**src/rtl/timer.sv**
```systemverilog
`default_nettype none
// +----------------------------------------------------------------------------+
// | Module      : timer                                                        |
// | Description : One-shot pulse timer. A rising edge on TRG_ONE drives OUT    |
// |               high for exactly N clock cycles. MODE=0 ignores triggers     |
// |               while a pulse runs; MODE=1 restarts the count on a trigger.  |
// | Ports       : CLK     in  system clock, rising edge                        |
// |               R       in  asynchronous reset, active-low                   |
// |               TRG_ONE in  trigger level; only a 0->1 transition fires      |
// |               MODE    in  0 = non-retriggerable, 1 = retriggerable         |
// |               OUT     out registered pulse output                          |
// | Options     : TIMER_TRG_SYNC_EN - adds a 2-flop synchronizer on TRG_ONE    |
// |               (trigger-to-OUT latency 3 cycles instead of 1)               |
// | Revision    : 1.0  initial release                                         |
// +----------------------------------------------------------------------------+
module timer #(
  parameter int N     = 16,
  parameter int CNT_W = $clog2(N + 1)
) (
  input  logic CLK,
  input  logic R,
  input  logic TRG_ONE,
  input  logic MODE,
  output logic OUT
);

  localparam logic [CNT_W-1:0] C_LAST = CNT_W'(N - 1);
  localparam logic [CNT_W-1:0] C_ONE  = CNT_W'(1);

  logic             trg_src;
  logic             trg_q,    trg_d;
  logic             active_q, active_d;
  logic             out_q,    out_d;
  logic [CNT_W-1:0] count_q,  count_d;
  logic             trg_rise;

`ifdef TIMER_TRG_SYNC_EN
  // Both synchronizer stages reset to 1 so a trigger held high through
  // reset release is not mistaken for a fresh edge.
  logic sync1_q, sync1_d;
  logic sync2_q, sync2_d;

  always_comb begin
    sync1_d = TRG_ONE;
    sync2_d = sync1_q;
  end

  always_ff @(posedge CLK or negedge R) begin
    if (!R) begin
      sync1_q <= 1'b1;
      sync2_q <= 1'b1;
    end else begin
      sync1_q <= sync1_d;
      sync2_q <= sync2_d;
    end
  end

  assign trg_src = sync2_q;
`else
  assign trg_src = TRG_ONE;
`endif

  assign trg_rise = trg_src & ~trg_q;

  always_comb begin
    trg_d    = trg_src;
    active_d = active_q;
    out_d    = out_q;
    count_d  = count_q;
    if (!active_q) begin
      if (trg_rise) begin
        active_d = 1'b1;
        out_d    = 1'b1;
        count_d  = '0;
      end
    end else if (trg_rise && MODE) begin
      // Retrigger takes priority over the terminal compare, so a trigger on
      // the last cycle extends the pulse with no gap.
      count_d = '0;
    end else if (count_q == C_LAST) begin
      active_d = 1'b0;
      out_d    = 1'b0;
      count_d  = '0;
    end else begin
      count_d = count_q + C_ONE;
    end
  end

  // trg_q resets to 1: a level already high at reset release must not fire.
  always_ff @(posedge CLK or negedge R) begin
    if (!R) begin
      trg_q    <= 1'b1;
      active_q <= 1'b0;
      out_q    <= 1'b0;
      count_q  <= '0;
    end else begin
      trg_q    <= trg_d;
      active_q <= active_d;
      out_q    <= out_d;
      count_q  <= count_d;
    end
  end

  assign OUT = out_q;

endmodule
`default_nettype wire

```
**config.mk**
```make
export PLATFORM = sky130hd
export DESIGN_NAME = timer
export DESIGN_NICKNAME = d
export VERILOG_FILES = /design/src/rtl/timer.sv
export SDC_FILE = /design/constraint.sdc
export NUM_CORES = 1
export LEC_CHECK = 0
export ABC_CLOCK_PERIOD_IN_PS = 2500
export CORE_AREA = 3 3 40 42
export CTS_CLUSTER_SIZE = 30
export DETAILED_ROUTE_END_ITERATION = 10
export DIE_AREA = 0 0 43 45
export DONT_BUFFER_PORTS = 1
export GPL_TIMING_DRIVEN = 0
export PLACE_DENSITY = 0.42
export SETUP_SLACK_MARGIN = 0.3
export SLEW_MARGIN = 5
export SYNTH_ARGS = -nofsm -noshare
export SYNTH_HDL_FRONTEND = slang
export SYNTH_SLANG_ARGS = --single-unit
```
**constraint.sdc**
```tcl
create_clock -name CLK -period 2.5 [get_ports CLK]
set_input_delay 0.625 -clock CLK [delete_from_list [all_inputs] [get_ports CLK]]
set_output_delay 0.625 -clock CLK [all_outputs]
set_load 0.01 [all_outputs]
```
==> metrics, run 1 <==
First-pass DRT Iterations=3; routed len/inst=around 13 um; worst path required time=roughly 2600 ps; crit path capture type=flip-flop; DRC=0; Distinct cells, synth=21; area share of fa/ha/maj cells after synthesis=roughly 3.3%; grt total ovfl=0; Peak VDD IR=~0.33 mV; die span in y=45 um; sequential element share of the synthesized area=about 53%; worst setup path category=flip-flop to flip-flop; DP Area=between 400 and 500 sq um; number of synthesized flops with an enable pin=0; post-synth top area cell=dfrtp_1; Primary FF master, synth=dfrtp_1; DRT antenna net count=0; post-synthesis mux area share=between 2 and 3%; GPL Wtd Cong=between 0.7 and 0.8; fin worst setup slack=approximately 1100 ps; Post-Synth XOR/XNOR Area=0%; Initial Util=29.7%; crit-path max FO=4; Fin Hold WS=62.6 ps; RSZ-0062 raised after global routing=no; Area contributors post-synth=dfrtp_1 (46%), dfstp_2 (6.9%), o311ai_2 (4.3%); vias per inst=roughly 5.4; Worst-Margin Slew=between 300 and 400 ps; status=complete, no violations; startpoint types=flip-flop; Fillers=around 140; CTS buffer count=3; Fin. Hold Viols=0; htree depth=1; Rel. slew slack=77.5%; Post-Syn Instances=33; flops & latches, synth=8; post-synth top area share=between 40% and 50%; total power=around 0.45 mW; Sequential Area=around 200 sq um; dpl ws=between 1000 and 1500 ps; I/O Buffers=0; CTS tree=yes; Vias=between 200 and 300; Max Clock Skew=roughly 6.3 ps; Hold-fix buffers, CTS=0; root buf cell=clkbuf_4; vias in the first global route=approximately 320; LEAKAGE=roughly 0.19 nW; warnings from Yosys=0; first-pass GRT wire length=about 1.3 mm; # diodes=0; post-DP HPWL=around 540 um; largest net degree at the start of global routing=9; Post-synth ARST share=100%; clock latency on the worst-skew pair=about 250 ps; clk slew on worst S/H paths=~60 ps; main combinational cell family by area after synthesis=simple AND/OR/NAND/NOR gates; final wirelength=676 um; initial antenna violation count=0; most instantiated library cell after synthesis=dfrtp_1; die area=around 0.0019 sq mm; Worst EP arrival=1480 ps; class of the worst hold path=input port to async pin; synth cell count leaders=dfrtp_1 (7), inv_1 (4), nand2b_1 (2), nand3_1 (2), nand4_1 (2); syn avg cell area=approximately 12 sq um; FP Rows=13; clock sink count=8; Finish-stage setup viols=0; final cell area excluding filler cells=427 sq um; setup tns final=0 ps; chip width=approximately 43 um; share of layout cells above drive strength 1=between 20% and 30%; number of DRC markers in iteration 0=8; post-synthesis simple-gate area fraction=20.0%; period utilization=between 50 and 60%; core area=~0.0013 sq mm; boundary pin count=5; Tmin final=1360 ps; Cell Area, Synth=around 380 sq um; area of the multi-input gates=165 sq um; Setup Buffers After CTS=0; Power Density=1050 mW/mm^2; fmax=between 700 and 800 MHz; GR Util All Layers=9.40%; r2r worst-path depth=4; Max Cap Viol=0; post-synthesis compound-gate area fraction=between 15 and 20%; post-CTS sizing=0; Layout Area Growth over Synthesis=11.8%; clk buf depth=2; Nets=43; Final Max Slew Viols=0; syn nets=38
-- area by class of cell --
cell class              count  area share, %
clock buffers               4           6.16
inverters                   4           3.52
multi-input cells          21           38.7
flip-flops and latches      8           47.2
well taps                  15           4.40
-- state kept, by name, summed over array words and instances, names as in the netlist --
signal,flops
trg_q,1
count_q,5
active_q,1
OUT,1
-- power by group --
part	switching [mW]	total [mW]	internal, mW
Sequential	0.0414	0.217	0.175
Combinational	0.0600	0.127	0.0673
Clock	0.0425	0.103	0.0609
-- through the flow --
| stage | utilization (%) | instances |
|---|---|---|
| floorplan | - | 33 |
| global placement | 31.2 | 48 |
| detailed placement | 31.2 | 48 |
| CTS | 33.2 | 52 |
| global route | 33.2 | 52 |
| finish | 33.2 | 52 |
-- per-layer routing --
layer  track usage, %  wire [um]  vias to the layer above
met1             10.1        284                      141
met5                0          0                        -
met4             5.42         14                        0
met3             3.59         19                        2
met2             15.9        358                        4
li1                 -          -                      133
-- worst max-delay path: stages (launching register included) --
cell and delay (ps):
dfrtp_1 380, ha_1 220, nand3_1 150, o211ai_1 340, o22ai_1 140
-- cells in the final DEF, fill, tap and decap left out, types with 2 or more instances in the layout --
cell type and n:
nand3_1 2, inv_1 4, dfrtp_1 7, nand2b_1 2, clkbuf_4 3, nand4_1 2
-- kinds of logic (layout without fill, tap and decap cells) --
logic type / after synthesis / count (layout)
adders and majority gates: 1 / 1
buffers and inverters: 4 / 8
AOI/OAI and AO/OA: 7 / 7
muxes: 1 / 1
DFF: 8 / 8
and+or+nand+nor: 12 / 12
-- worst paths after layout --
kind | from | to | slack, ps
worst max-delay path | count_q[0] | count_q[1] | 1140
worst min-delay path | R | count_q[3] | 60
worst max register to register | count_q[0] | count_q[1] | 1140
worst min register to register | count_q[0] | count_q[0] | 510
max in group asynchronous | R | trg_q | 2260
min in group CLK | TRG_ONE | trg_q | 370
Note: power is estimated with default switching activity, not from simulation.
==> run 2, diff against run 1 <==
- ABC_AREA: default -> 1
- ABC_CLOCK_PERIOD_IN_PS: 2500 -> 1240
- PLACE_DENSITY: 0.42 -> 0.44
- clock period: 2.5 -> 1.24 ns (I/O delays scaled with it)
==> run 2 against run 1 <==
Total power is 150% higher. Sequential share of layout area is 9.3 points lower. Worst setup slack worse by 970 ps. Sequential power is 120% higher. Count of clock-buffer cells in the layout stayed put. Non-clock buffer count is 4 higher. Die area stayed put. Fmax is 27% higher. Register-to-register slack worse by 970 ps. Via count is 10% higher. Clock power is 120% higher. Clock skew is 4.8 ps lower. Critical path type unchanged. Critical endpoint unchanged.
==> metrics, run 2 <==
GR Util All Layers=9.60% (was 9.40%); share of layout cells above drive strength 1=31.5% (was 21.6%); # diodes=0 (unchanged); FP Rows=13 (unchanged); root buf cell=clkbuf_4 (unchanged); chip width=43 um (unchanged); Post-Syn Instances=46 (was 33); clk buf depth=2 (unchanged); most frequent cells in the layout=nand2_1 (13), dfrtp_1 (7), inv_1 (6) (was dfrtp_1 (7), inv_1 (4), clkbuf_4 (3)); clock power share=20.3% (was 23.1%); status=complete, no violations (unchanged); Logic pwr share=36.2% (was 28.5%); GPL Wtd Cong=0.701 (was 0.700); clk slew on worst S/H paths=60 ps (about the same); final wirelength=826 um (was 676 um); FF-to-FF End=count_q[1] (unchanged); Initial Util=30.0% (was 29.7%); routed len/inst=12.0 um (was 13.0 um); most instantiated library cell after synthesis=nand2_1 (was dfrtp_1); fmax=931 MHz (was 734 MHz); vias per inst=4.46 (was 5.38); CTS tree=yes (unchanged); startpoint types=flip-flop (unchanged); initial antenna violation count=0 (unchanged); Power Density=2060 mW/mm^2 (was 1050 mW/mm^2); Tmin final=1070 ps (was 1360 ps); grt total ovfl=0 (unchanged); Primary FF master, synth=dfrtp_1 (unchanged); Sequential Area=201 sq um (unchanged); Rel. slew slack=74.4% (was 77.5%); hold wc startpoint=TRG_ONE; First-pass DRT Iterations=3 (unchanged); period utilization=86.6% (was 54.5%); switching part of the total power=38.7% (was 32.2%); Pint=0.673 mW (was 0.304 mW); I/O Buffers=0 (unchanged); Area contributors post-synth=dfrtp_1 (45%), nand2_1 (14%), dfstp_2 (6.8%) (was dfrtp_1 (46%), dfstp_2 (6.9%), o311ai_2 (4.3%)); clock latency on the worst-skew pair=260 ps (was 250 ps); Finish-stage setup viols=0 (unchanged); max reg flops=5 (unchanged); Cell Area, Synth=385 sq um (was 382 sq um); LEAKAGE=0.239 nW (was 0.190 nW); Peak VDD IR=0.754 mV (was 0.334 mV); WL met2=439 um (was 358 um); crit-path max FO=3 (was 4); synth cell count leaders=nand2_1 (14), dfrtp_1 (7), inv_1 (7) (was dfrtp_1 (7), inv_1 (4), nand2b_1 (2), nand3_1 (2), nand4_1 (2)); vias in the first global route=277 (was 315); Post-synth ARST share=100% (unchanged); most common cell after layout, fill and taps aside=nand2_1 (was dfrtp_1); Max Cap Viol=0 (unchanged); setup tns final=0 ps (unchanged); Max Used Layer=met4 (unchanged); post-synth top area cell=dfrtp_1 (unchanged); RSZ-0062 raised after global routing=yes (was no); number of DRC markers in iteration 0=2 (was 8); Fillers=128 (was 137); DRC=0 (unchanged); Hold Path Stages=0; DRT antenna net count=0 (unchanged); Max Clock Skew=1.49 ps (was 6.25 ps); post-synth top area share=45.5% (was 45.9%); class of the worst hold path=input port to flip-flop (was input port to async pin); worst path required time=1390 ps (was 2620 ps); area of the multi-input gates=224 sq um (was 165 sq um); syn nets=51 (was 38); number of synthesized flops with an enable pin=0 (unchanged); largest net degree at the start of global routing=9 (unchanged); Final Max Slew Viols=0 (unchanged); Vias=308 (was 280); length of routed met3 wiring=34 um (was 19 um); core area=0.00128 sq mm (unchanged); Distinct cells, synth=15 (was 21); post-DP HPWL=557 um (was 539 um); worst setup path category=flip-flop to flip-flop (unchanged); Post-Route M1 WL=337 um (was 284 um); warnings from Yosys=0 (unchanged); syn avg cell area=8.38 sq um (was 11.6 sq um); die area=0.00194 sq mm (unchanged); Nets=60 (was 43); r2r worst-path depth=6 (was 4); flops & latches, synth=8 (unchanged); sequential power share=43.5% (was 48.4%); crit path capture type=flip-flop (unchanged); Top reg by flops=count_q (unchanged); Worst EP arrival=1230 ps (was 1480 ps); boundary pin count=5 (unchanged); first-pass GRT wire length=1.26 mm (was 1.32 mm); Layout Utilization=41.4% (was 33.2%); Fin. Hold Viols=0 (unchanged); Worst-Margin Slew=382 ps (was 336 ps); sequential element share of the synthesized area=52.3% (was 52.8%); sw power=0.425 mW (was 0.144 mW); die span in y=45 um (unchanged); CTS buffer count=3 (unchanged); clock sink count=8 (unchanged); htree depth=1 (unchanged); setup slack, reg-to-reg=170 ps (was 1140 ps); hold endpoint=trg_q; origin of the critical flop-to-flop path=count_q[0] (unchanged); Layout Area Growth over Synthesis=38.0% (was 11.8%)
## run 2: changes by cell type after synthesis, sizes merged, moves of 2 or more
cell    previous run  this run
o21ai              0         2
nor2               1         4
nand3              2         5
nand2              1        14
nand2b             2         0
inv                4         7
nand3b             2         0
a21oi              0         2
## run 2: how the worst max path moves through the flow
stage                          start         end  slack [ps]  depth (start not counted)
after detailed placement  count_q[0]  count_q[1]         140                          6
after CTS                      trg_q  count_q[1]         190                          6
final                     count_q[0]  count_q[1]         170                          6
after floorplan           count_q[0]  count_q[1]         240                          6
after global placement    count_q[0]  count_q[0]         150                          6
after global routing      count_q[0]  count_q[3]         100                          6
## run 2: worst max-delay path, stage by stage, from the launching register on
cell,delay [ps]
dfrtp_1,400
ha_4,180
nand3_4,80
nor2_4,150
nor2_4,50
nand2_1,60
nand2_1,50
## run 2: stage by stage
step                      total power, mW  instances  hold slack (ps)  cell area (sq um)  setup WS [ps]
after floorplan                     0.677         46             14.4                408            238
after global placement              0.727         61             14.6                427            151
after detailed placement            0.746         61             14.7                427            135
after CTS                            1.04         68             39.8                493            188
after global routing                 1.20         69             28.6                532           95.9
final                                1.10         69             46.2                532            166
## run 2: power by group through the flow
stage | logic [mW] | clock network, mW | registers (mW)
floorplan | 0.229 | 0 | 0.448
global placement | 0.259 | 0 | 0.468
detailed placement | 0.276 | 0 | 0.470
CTS | 0.367 | 0.229 | 0.449
global route | 0.459 | 0.249 | 0.491
finish | 0.397 | 0.223 | 0.477
## run 2: logic make-up (layout without fill, tap and decap cells)
kind of cell             count (synthesis)  in the layout  share of synthesized area, %
AO/OA/AOI/OAI                            4              4                          6.17
XOR/XNOR                                 1              1                          2.27
adder cells (fa/ha/maj)                  1              1                          3.25
AND/OR/NAND/NOR                         25             25                          29.2
buffers and inverters                    7             15                          6.82
flip-flops                               8              8                          52.3
## run 2: metal layers
metal  vias to the layer above  track usage [%]
met5                         -                0
met1                       138             12.2
met3                         2             3.59
met2                         5             14.1
met4                         0             5.42
li1                        163                -
## run 2: timing repair
item                                    4_1_cts  5_1_grt
pin swaps                                     2        5
buffers inserted                              2        1
endpoints found under the setup margin        8        8
endpoints found under the hold margin         8        0
hold buffers                                  1        0
resized for setup                             4        5
## run 2: layout make-up
type,instances,area share (%)
Clock buffer,4,4.94
Inverter,7,5.41
Multi-Input combinational cell,31,42.1
Sequential cell,8,37.9
Tap cell,15,3.53
Timing Repair Buffer,4,6.12
==> run 3, diff against run 2 <==
- HOLD_SLACK_MARGIN: default -> 0.06
- PLACE_DENSITY: 0.44 -> default
- PLACE_DENSITY_LB_ADDON: default -> 0.25
==> run 3 against run 2 <==
Non-clock buffer count unchanged. Routed wire length decreased by 7.7%. Critical path depth unchanged. Die area is the same. First-iteration DRC count fell by 100%. Clock power down 4%. Via count shrank 1.3%. Largest cell class unchanged. Largest power group unchanged.
==> metrics, run 3 (synthesis gave the netlist of run 2 again) <==
origin of the critical flop-to-flop path=count_q[0] (unchanged); htree depth=1 (unchanged); period utilization=82.0% (was 86.6%); LEAKAGE=0.239 nW (about the same); Layout Utilization=41.1% (was 41.4%); DP Area=427 sq um (unchanged); Critical Path, Cell by Cell=ha_4 > nand3_4 > nor2_4 > nor2_4 > nand2_1 > nand2_1 (unchanged); chip width=43 um (unchanged); startpoint types=flip-flop (unchanged); First-pass DRT Iterations=1 (was 3); Fin. Hold Viols=0 (unchanged); FP Rows=13 (unchanged); Tmin final=1020 ps (was 1070 ps); number of buffers and inverters on the critical path=0 (unchanged); hold endpoint=OUT (was trg_q); clock latency on the worst-skew pair=250 ps (was 260 ps); grt total ovfl=0 (unchanged); # diodes=0 (unchanged); clk buf depth=2 (unchanged); Hold Path Stages=2 (was 0); routed len/inst=11.0 um (was 12.0 um); crit-path max FO=3 (unchanged); Fillers=132 (was 128); DRC=0 (unchanged); FF-to-FF End=count_q[3] (was count_q[1]); Power Density=2030 mW/mm^2 (was 2060 mW/mm^2); fmax=984 MHz (was 931 MHz); Initial Util=30.0% (unchanged); die area=0.00194 sq mm (unchanged); Final Max Slew Viols=0 (unchanged); CTS tree=yes (unchanged); vias per inst=4.41 (was 4.46); Max Clock Skew=5.96 ps (was 1.49 ps); first-pass GRT wire length=1.33 mm (was 1.26 mm); Worst-Margin Slew=375 ps (was 382 ps); Nets=60 (unchanged); post-DP HPWL=516 um (was 557 um); largest net degree at the start of global routing=9 (unchanged); Rel. slew slack=74.9% (was 74.4%); Worst EP arrival=1160 ps (was 1230 ps); setup slack, reg-to-reg=220 ps (was 170 ps); Finish-stage setup viols=0 (unchanged); initial antenna violation count=0 (unchanged); most common cell after layout, fill and taps aside=nand2_1 (unchanged); root buf cell=clkbuf_4 (unchanged); crit path capture type=flip-flop (unchanged); max reg flops=5 (unchanged); core area=0.00128 sq mm (unchanged); GR Util All Layers=9.74% (was 9.60%); setup tns final=0 ps (unchanged); status=complete, no violations (unchanged); worst path required time=1390 ps (about the same); boundary pin count=5 (unchanged); clock sink count=8 (unchanged); vias in the first global route=310 (was 277); final cell area excluding filler cells=528 sq um (was 532 sq um); Crit path largest cell delay=390 ps (was 400 ps); Slowest cell on crit path=dfrtp_1 (unchanged); Peak VDD IR=0.922 mV (was 0.754 mV); Top reg by flops=count_q (unchanged); final wirelength=762 um (was 826 um); DRT antenna net count=0 (unchanged); total power=1.07 mW (was 1.10 mW); I/O Buffers=0 (unchanged); GPL Wtd Cong=0.758 (was 0.701); number of DRC markers in iteration 0=0 (was 2); Layout Area Growth over Synthesis=37.0% (was 38.0%); share of layout cells above drive strength 1=27.8% (was 31.5%); Max Cap Viol=0 (unchanged); hold wc startpoint=TRG_ONE (unchanged); delay-heaviest family, CP=flip-flops (unchanged); Fin Hold WS=233 ps (was 46.2 ps); class of the worst hold path=input port to flip-flop (unchanged); Vias=304 (was 308); die span in y=45 um (unchanged); RSZ-0062 raised after global routing=yes (unchanged); worst setup path category=flip-flop to flip-flop (unchanged); r2r worst-path depth=6 (unchanged); most frequent cells in the layout=nand2_1 (13), dfrtp_1 (7), inv_1 (6) (unchanged); clk slew on worst S/H paths=60 ps (about the same); CTS buffer count=3 (unchanged)
[run 3: cell count changes in the layout (fill, tap and decap cells not counted)]
| cell | previous run | this run |
|---|---|---|
| buf_4 | 3 | 2 |
| dlygate4sd3_1 | 1 | 2 |
| inv_4 | 1 | 0 |
| inv_2 | 0 | 1 |
| o21ai_2 | 1 | 0 |
| o21ai_1 | 1 | 2 |
[run 3: worst register-to-register path, delay by kind of cell, from the launching register on]
family        cells  cell delay (ps)
simple gates      5              350
flops             1              390
fa+ha+maj         1              180
[run 3: cell type report]
cell class | count | area [sq um] | share of cell area (%)
multi-input combinational | 31 | 220 | 41.7
tap | 15 | 18.8 | 3.55
timing repair buffer | 4 | 35.0 | 6.64
clock buffer | 4 | 26.3 | 4.98
sequential | 8 | 201 | 38.2
inverter | 7 | 26.3 | 4.98
[run 3: where the power goes]
group	leakage (nW)	internal, mW	switching, mW
sequential	0.0935	0.351	0.124
combinational	0.130	0.193	0.190
clock	0.0150	0.123	0.0900
[run 3: what timing repair did]
item | CTS | global route
pin swaps | 2 | 1
buffers inserted | 2 | 0
endpoints found under the hold margin | 9 | 0
gates resized for setup | 4 | 3
endpoints found under the setup margin | 8 | 8
hold buffers | 2 | 0
[run 3: metrics by stage]
| step | instances | worst slack, ps |
|---|---|---|
| finish | 69 | 224 |
| global route | 69 | 138 |
| CTS | 69 | 196 |
| detailed placement | 61 | 148 |
| global placement | 61 | 157 |
| floorplan | 46 | 238 |
[run 3: worst max path at each step]
stage	cells past startpoint	slack, ps	to	from
after floorplan	6	240	count_q[1]	count_q[0]
after global placement	6	160	count_q[1]	count_q[0]
after detailed placement	6	150	count_q[0]	count_q[0]
after CTS	6	200	count_q[1]	trg_q
after global routing	6	140	count_q[0]	count_q[0]
final	6	220	count_q[3]	count_q[0]
[run 3: per-layer routing]
layer	part of all wire, %	global-route usage [%]	wire (um)
met3	2.9	3.59	22
met5	0	0	0
met1	47	10.6	361
met2	48	16.5	367
met4	1.3	5.42	10
